==> src/rtl/fpu_arbiter.sv <==
// fpu_arbiter: round-robin arbiter sharing one FP add/sub unit between two requesters,
// with a watchdog that answers with a quiet NaN and an error flag if the unit never responds.
module fpu_arbiter #(
    parameter int WATCHDOG = 15
) (
    input  logic        clock,
    input  logic        reset,
    input  logic        req0_valid,
    input  logic        req0_op,
    input  logic [31:0] req0_a,
    input  logic [31:0] req0_b,
    input  logic        req1_valid,
    input  logic        req1_op,
    input  logic [31:0] req1_a,
    input  logic [31:0] req1_b,
    output logic        req0_grant,
    output logic        req0_done,
    output logic [31:0] req0_result,
    output logic        req0_err,
    output logic        req1_grant,
    output logic        req1_done,
    output logic [31:0] req1_result,
    output logic        req1_err,
    output logic        fpu_start,
    output logic        fpu_op,
    output logic [31:0] fpu_a,
    output logic [31:0] fpu_b,
    input  logic        fpu_busy,
    input  logic        fpu_ready,
    input  logic [31:0] fpu_data
);
    localparam int CW = $clog2(WATCHDOG + 1);
    localparam logic [31:0] QNAN = 32'h7FC00000;

    typedef enum logic [1:0] {IDLE, ISSUE, WAIT, RESP} state_e;

    state_e      state_q;
    logic        ptr_q, win_q, op_q, start_q, sel_d;
    logic [CW-1:0] cnt_q;
    logic [1:0]  grant_q, done_q, err_q;
    logic [31:0] res0_q, res1_q, a_q, b_q;
    logic        unused_busy;

    assign unused_busy = fpu_busy;
    assign sel_d = (req0_valid & req1_valid) ? ptr_q : req1_valid;

    always_ff @(posedge clock) begin
        if (!reset) begin
            state_q <= IDLE;
            ptr_q   <= 1'b0;
            win_q   <= 1'b0;
            cnt_q   <= '0;
            grant_q <= '0;
            done_q  <= '0;
            err_q   <= '0;
            res0_q  <= '0;
            res1_q  <= '0;
            op_q    <= 1'b0;
            a_q     <= '0;
            b_q     <= '0;
            start_q <= 1'b0;
        end else begin
            start_q <= 1'b0;
            grant_q <= '0;
            done_q  <= '0;
            case (state_q)
                IDLE: if (req0_valid | req1_valid) begin
                    win_q   <= sel_d;
                    op_q    <= sel_d ? req1_op : req0_op;
                    a_q     <= sel_d ? req1_a : req0_a;
                    b_q     <= sel_d ? req1_b : req0_b;
                    start_q <= 1'b1;
                    grant_q <= sel_d ? 2'b10 : 2'b01;
                    state_q <= ISSUE;
                end
                ISSUE: begin
                    cnt_q   <= '0;
                    state_q <= WAIT;
                end
                // a response landing on the expiry cycle still wins over the timeout
                WAIT: if (fpu_ready || cnt_q == CW'(WATCHDOG - 1)) begin
                    if (win_q) begin
                        res1_q   <= fpu_ready ? fpu_data : QNAN;
                        err_q[1] <= !fpu_ready;
                    end else begin
                        res0_q   <= fpu_ready ? fpu_data : QNAN;
                        err_q[0] <= !fpu_ready;
                    end
                    done_q  <= win_q ? 2'b10 : 2'b01;
                    state_q <= RESP;
                end else begin
                    cnt_q <= cnt_q + 1'b1;
                end
                RESP: begin
                    ptr_q   <= ~win_q;
                    state_q <= IDLE;
                end
                default: state_q <= IDLE;
            endcase
        end
    end

    assign req0_grant  = grant_q[0];
    assign req1_grant  = grant_q[1];
    assign req0_done   = done_q[0];
    assign req1_done   = done_q[1];
    assign req0_err    = err_q[0];
    assign req1_err    = err_q[1];
    assign req0_result = res0_q;
    assign req1_result = res1_q;
    assign fpu_start   = start_q;
    assign fpu_op      = op_q;
    assign fpu_a       = a_q;
    assign fpu_b       = b_q;
endmodule

==> config.mk <==
export PLATFORM = sky130hd
export DESIGN_NAME = fpu_arbiter
export DESIGN_NICKNAME = d
export VERILOG_FILES = /design/src/rtl/fpu_arbiter.sv
export SDC_FILE = /design/constraint.sdc
export NUM_CORES = 1
export LEC_CHECK = 0
export BUFFER_PORTS_ARGS = -buffer_cell sky130_fd_sc_hd__buf_2
export CAP_MARGIN = 20
export CORE_UTILIZATION = 32
export DETAILED_ROUTE_END_ITERATION = 16
export PLACE_DENSITY = 0.58
export SLEW_MARGIN = 20
export SYNTH_ARGS = -nofsm -noshare
export SYNTH_HDL_FRONTEND = slang
export SYNTH_SLANG_ARGS = --single-unit
==> constraint.sdc <==
create_clock -name clock -period 4.9 [get_ports clock]
set_clock_uncertainty 0.1 [all_clocks]
set_input_delay 0.98 -clock clock [delete_from_list [all_inputs] [get_ports clock]]
set_output_delay 0.98 -clock clock [all_outputs]
set_load 0.05 [all_outputs]
Yosys cells after proc, flatten, opt, wreduce, memory -nomap -nowiden
Cells that the tools add are included.
{"block": "op_classes", "reduce_logical": 12, "add_sub_neg": 1, "eq_ne": 7, "n_mux": 13, "shifts": 0, "div": 0, "order_cmp": 0, "n_bitwise": 3, "mul": 0}
{"cell": "$mux 32", "n": 3}
{"cell": "$reduce_and 3->1", "n": 4}
{"cell": "$mux 2", "n": 4}
{"cell": "$pmux 2 s4", "n": 1}
{"cell": "$pmux 4 s2", "n": 1}
{"cell": "$reduce_and 2->1", "n": 4}
{"cell": "$ne 2x2->1 const B", "n": 3}
{"cell": "$add 4x1->4 const B", "n": 1}
{"cell": "$eq 2x2->1 const B", "n": 2}
{"cell": "$eq 4x4->1 const B", "n": 1}
{"cell": "$mux 4", "n": 1}
{"cell": "$mux 1", "n": 3}
{"cell": "$eq 2x1->1 const B", "n": 1}
{"cell": "$logic_not 2->1", "n": 1}
{"cell": "$reduce_bool 2->1", "n": 1}
{"cell": "$and 1x1->1", "n": 1}
{"cell": "$logic_not 1->1", "n": 1}
{"cell": "$logic_or 1x1->1", "n": 1}
{"cell": "$not 1->1", "n": 1}
{"cell": "$or 1x1->1", "n": 1}
{"block": "totals", "rom_bits": 0, "latchBits": 0, "ramBits": 0, "ff_bits": 144, "mem_count": 0, "input_bits": 168}

Depth between registers and ports, before layout
{"block": "logic_depth", "word_depth": 4, "ltp_mapped": 7, "depth_no_buf": 5}

Worst setup path before layout
OpenSTA, ideal clock, no wires.
{"block": "synth_path", "path_kind": "in2reg", "from": "in req1_valid", "to": "reg a_q[28] (netlist: fpu_a[28])", "cell_stages": 6, "t_required_ns": 4.675, "arrival_ns": 1.768, "slack_ns": 2.907, "setup_ns": 0.125, "path_cell_list": "buf_2 -> o21a_4 -> buf_6 -> buf_6 -> o21ai_0 -> a31oi_1"}
{"block": "synth_between", "elab_chain_cells": 3, "word_cells_on_any_way": 5}
{"element": "from (decl)", "line_no": "12", "rtl": "input logic req1_valid,"}
{"element": "$and 1x1->1", "line_no": "45", "rtl": "assign sel_d = (req0_valid & req1_valid) ? ptr_q : req1_valid;"}
{"element": "$mux 1", "line_no": "45"}
{"element": "$mux 32", "line_no": "70", "rtl": "a_q <= sel_d ? req1_a : req0_a;"}
{"element": "to (signal assigned)", "line_no": "70"}
{"element": "to (decl)", "line_no": "41", "rtl": "logic [31:0] res0_q, res1_q, a_q, b_q;"}
Several ways; a longest one is shown, not always the timed one.
A chain may end at the register's enable or synchronous reset.

Final worst setup path
{"block": "layout_path", "from": "in req1_valid", "to": "reg a_q[27] (netlist: fpu_a[27])"}
The elaborated chain is that of the path after synthesis.

==> impl_metrics.ini <==
[power_and_ir_drop]
p_leak_nw = 3.60
sw_frac_of_total_pct = 43.0
p_int_mw = 2.69
ir_worst_vdd_mv = 0.254
comb_power_share_pct = 38.7
p_seq_share_pct = 32.3
pwr-share-clk_pct = 29.0
switchingPower_mw = 2.03
powerDensity_nw_per_um2 = 560
power_mw = 4.71

[floorplanning]
dieArea_um2 = 20300
die_x_um = 142
die_h_um = 142
rows = 51
initial_utilization_pct = 32.5
io_pins = 304
fp.coreArea_um2 = 19400

[cts]
cts.path.max_buffers = 2
cts_tree = built
ctsResizeCount = 0
post_cts_buffers = 0
htree_num_levels = 4
clock_sinks = 144
cts-root-buf = clkbuf_16
hold_buffers = 0
numCtsBuffers = 17
clk_pin_slew_ns = 0.06
clock_latency_ns = 0.41

[layout]
stdcell_area_um2 = 8420
finalNetCount = 1139
post-route-util_pct = 43.4
drive_gt1_share_pct = 37.2
area_growth_pct = 33.4

[routing]
wl_um = 20000
dr.pass1.iters = 5
wire_per_inst_um = 16.1
dr_total_vias = 6292
drc = 0
drt.antenna.violating_nets = 0
drtIter0Drc = 280
via_per_inst = 5.06

[yosys]
ys_seq_elements = 144
synth_fp_nets = 890
synth_fa_ha_area_share_pct = 1.39
synth-compound-area-share_pct = 29.8
yosysTopAreaCell = dfxtp_1
avgSynthCellArea_um2 = 8.83
synth_top_family_by_area = compound AO/OA/AOI/OAI gates
synth_area_um2 = 6310
syn_inst = 715
synth_top_area_share_pct = 45.7
synth.area.mux_share_pct = 0.317
synth_edf_count = 0
synthFlopType = dfxtp_1
async_reset_ff_share_pct = 0
yosysWarnings = 0
ys_types = 43
synth_xor_area_share_pct = 0
yosysSeqAreaShare_pct = 45.7
synthSimpleGateAreaFrac_pct = 15.3
netlist_top_cells_area = dfxtp_1 46%, o21ai_0 10%, nand3b_1 7.8%, a31oi_1 6.5%, a21oi_1 4.0%

[setup_path]
crit_start = req1_valid
cp.required_ns = 5.14
cp-start-kind = input port
critical_path_class = in -> reg
cp_max_fo = 83
worstPathArrival_ns = 2.65
critPathCaptureType = flip-flop
worstReg2RegStart = state_q[0]$_SDFFE_PN0P_

[timing]
period_minus_slack_ns = 2.40
finalSetupViolations = 0
worst_slew_pin_slew_ns = 1.04
hold_violations = 0
period_share_pct = 49.1
rsz0062_at_grt = false
fmax_mhz = 416
worst_slack_ns = 2.50
drv_slew = 0
setup_tns_ns = 0
slew_headroom_pct = 30.7

[job]
drv_cap = 0

[global_routing]
grt_usage_pct = 19.5
grt_pass1_wl_um = 30800
grt_pass1_vias = 5838
grt_max_degree = 134
antenna_found_initial = 2
overflow = 0

[placement]
globalplace.congestion = 0.781
dpl-instance-area_um2 = 7770
io_buffers = 302
post-place-ws_ns = 2.05
hpwl_um = 12900

[run_status]
outcome = complete, no violations

[hold_path]
min_path_type = reg -> reg
hp-start = err_q[0]$_SDFFE_PN0P_
==> power by group through the flow <==
stage | combinational [mW] | sequential [mW] | clock, mW
4_1_cts | 1.82 | 1.52 | 1.40
3_3_place_gp | 1.82 | 1.54 | 0
5_1_grt | 1.96 | 1.55 | 1.46
2_1_floorplan | 0.649 | 2.32 | 0
3_5_place_dp | 1.82 | 1.54 | 0
6_report | 1.82 | 1.52 | 1.37
==> path summary, 6_finish.rpt <==
kind,end,slack (ns),depth (start not counted)
setup / recovery,fpu_a[27]$_SDFFE_PN0P_,2.50,5
hold / removal,err_q[0]$_SDFFE_PN0P_,0.37,1
setup reg to reg,req0_result[30]$_SDFFE_PN0P_,2.59,6
hold reg to reg,err_q[0]$_SDFFE_PN0P_,0.37,1
==> cells in the mapped netlist, types with 2 or more instances <==
master    number
a21oi_1       51
a31oi_1       66
buf_2         32
buf_4          5
buf_6          8
clkbuf_1      30
clkbuf_2       6
dfxtp_1      144
ha_1           7
inv_1          5
inv_2          2
mux2i_1        2
nand2_1        5
nand2b_1      11
nand3_1       49
nand3b_1      66
nor2_1         3
nor2_8         2
o211a_1        2
o211ai_1       3
o21ai_0      130
o21ai_1       47
o221a_1        7
o221a_2       11
or2b_1         2
or3_1          2
==> layout make-up <==
class / instances / area, um^2
well taps: 265 / 332
fillers: 2027 / 11000
clock inverters: 12 / 156
diodes: 1 / 2.50
flip-flops and latches: 144 / 2880
multi-input cells: 482 / 2960
clock buffers: 20 / 457
inverters: 7 / 26.3
repair buffers: 312 / 1610
==> worst max-delay path, cell delays in order <==
cell	delay, ns
buf_2	0.25
o21a_4	0.69
buf_4	0.38
o21ai_0	0.11
a31oi_1	0.19
==> per-layer routing <==
metal  up-vias  routed length (um)  GRT usage, %
met5         -                  13             0
li1       3148                   -             -
met3        28                1810          7.37
met1      2882                8610          24.1
met2       232                9110          30.3
met4         2                 443          7.92
==> flip-flops by register name, indices dropped and copies added (netlist names), 2 cells and up <==
| register | count |
|---|---|
| req0_result | 32 |
| state_q | 2 |
| req1_result | 32 |
| fpu_a | 32 |
| cnt_q | 4 |
| err_q | 2 |
| done_q | 2 |
| grant_q | 2 |
| fpu_b | 32 |
==> kinds of logic after synthesis <==
kind of cell / Yosys count
AOI/OAI and AO/OA: 325
adders and majority gates: 7
buffers and inverters: 89
DFF: 144
muxes: 2
and+or+nand+nor: 148
==> placed cells by master, fill, tap and decap left out, types with 3 or more instances in the layout <==
cell / Yosys / layout
clkbuf_16: 0 / 17
inv_6: 0 / 3
a31oi_1: 66 / 66
nand3b_1: 66 / 66
buf_4: 5 / 8
o211ai_1: 3 / 3
a21oi_1: 51 / 51
clkinvlp_4: 0 / 4
dfxtp_1: 144 / 144
ha_1: 7 / 7
bufinv_16: 0 / 3
o21ai_0: 130 / 130
o21ai_1: 47 / 47
inv_1: 5 / 5
o221a_2: 11 / 11
nor2_1: 3 / 3
o221a_1: 7 / 7
nand3_1: 49 / 49
buf_2: 32 / 302
nand2_1: 5 / 5
nand2b_1: 11 / 11
==> through the flow <==
stage | hold WS [ns] | std cells
finish | 0.369 | 1243
global route | 0.392 | 1242
CTS | 0.377 | 1240
detailed placement | 0.362 | 1208
global placement | 0.342 | 1208
floorplan | 0.352 | 715
No activity file was read; power rests on OpenSTA's default activity.
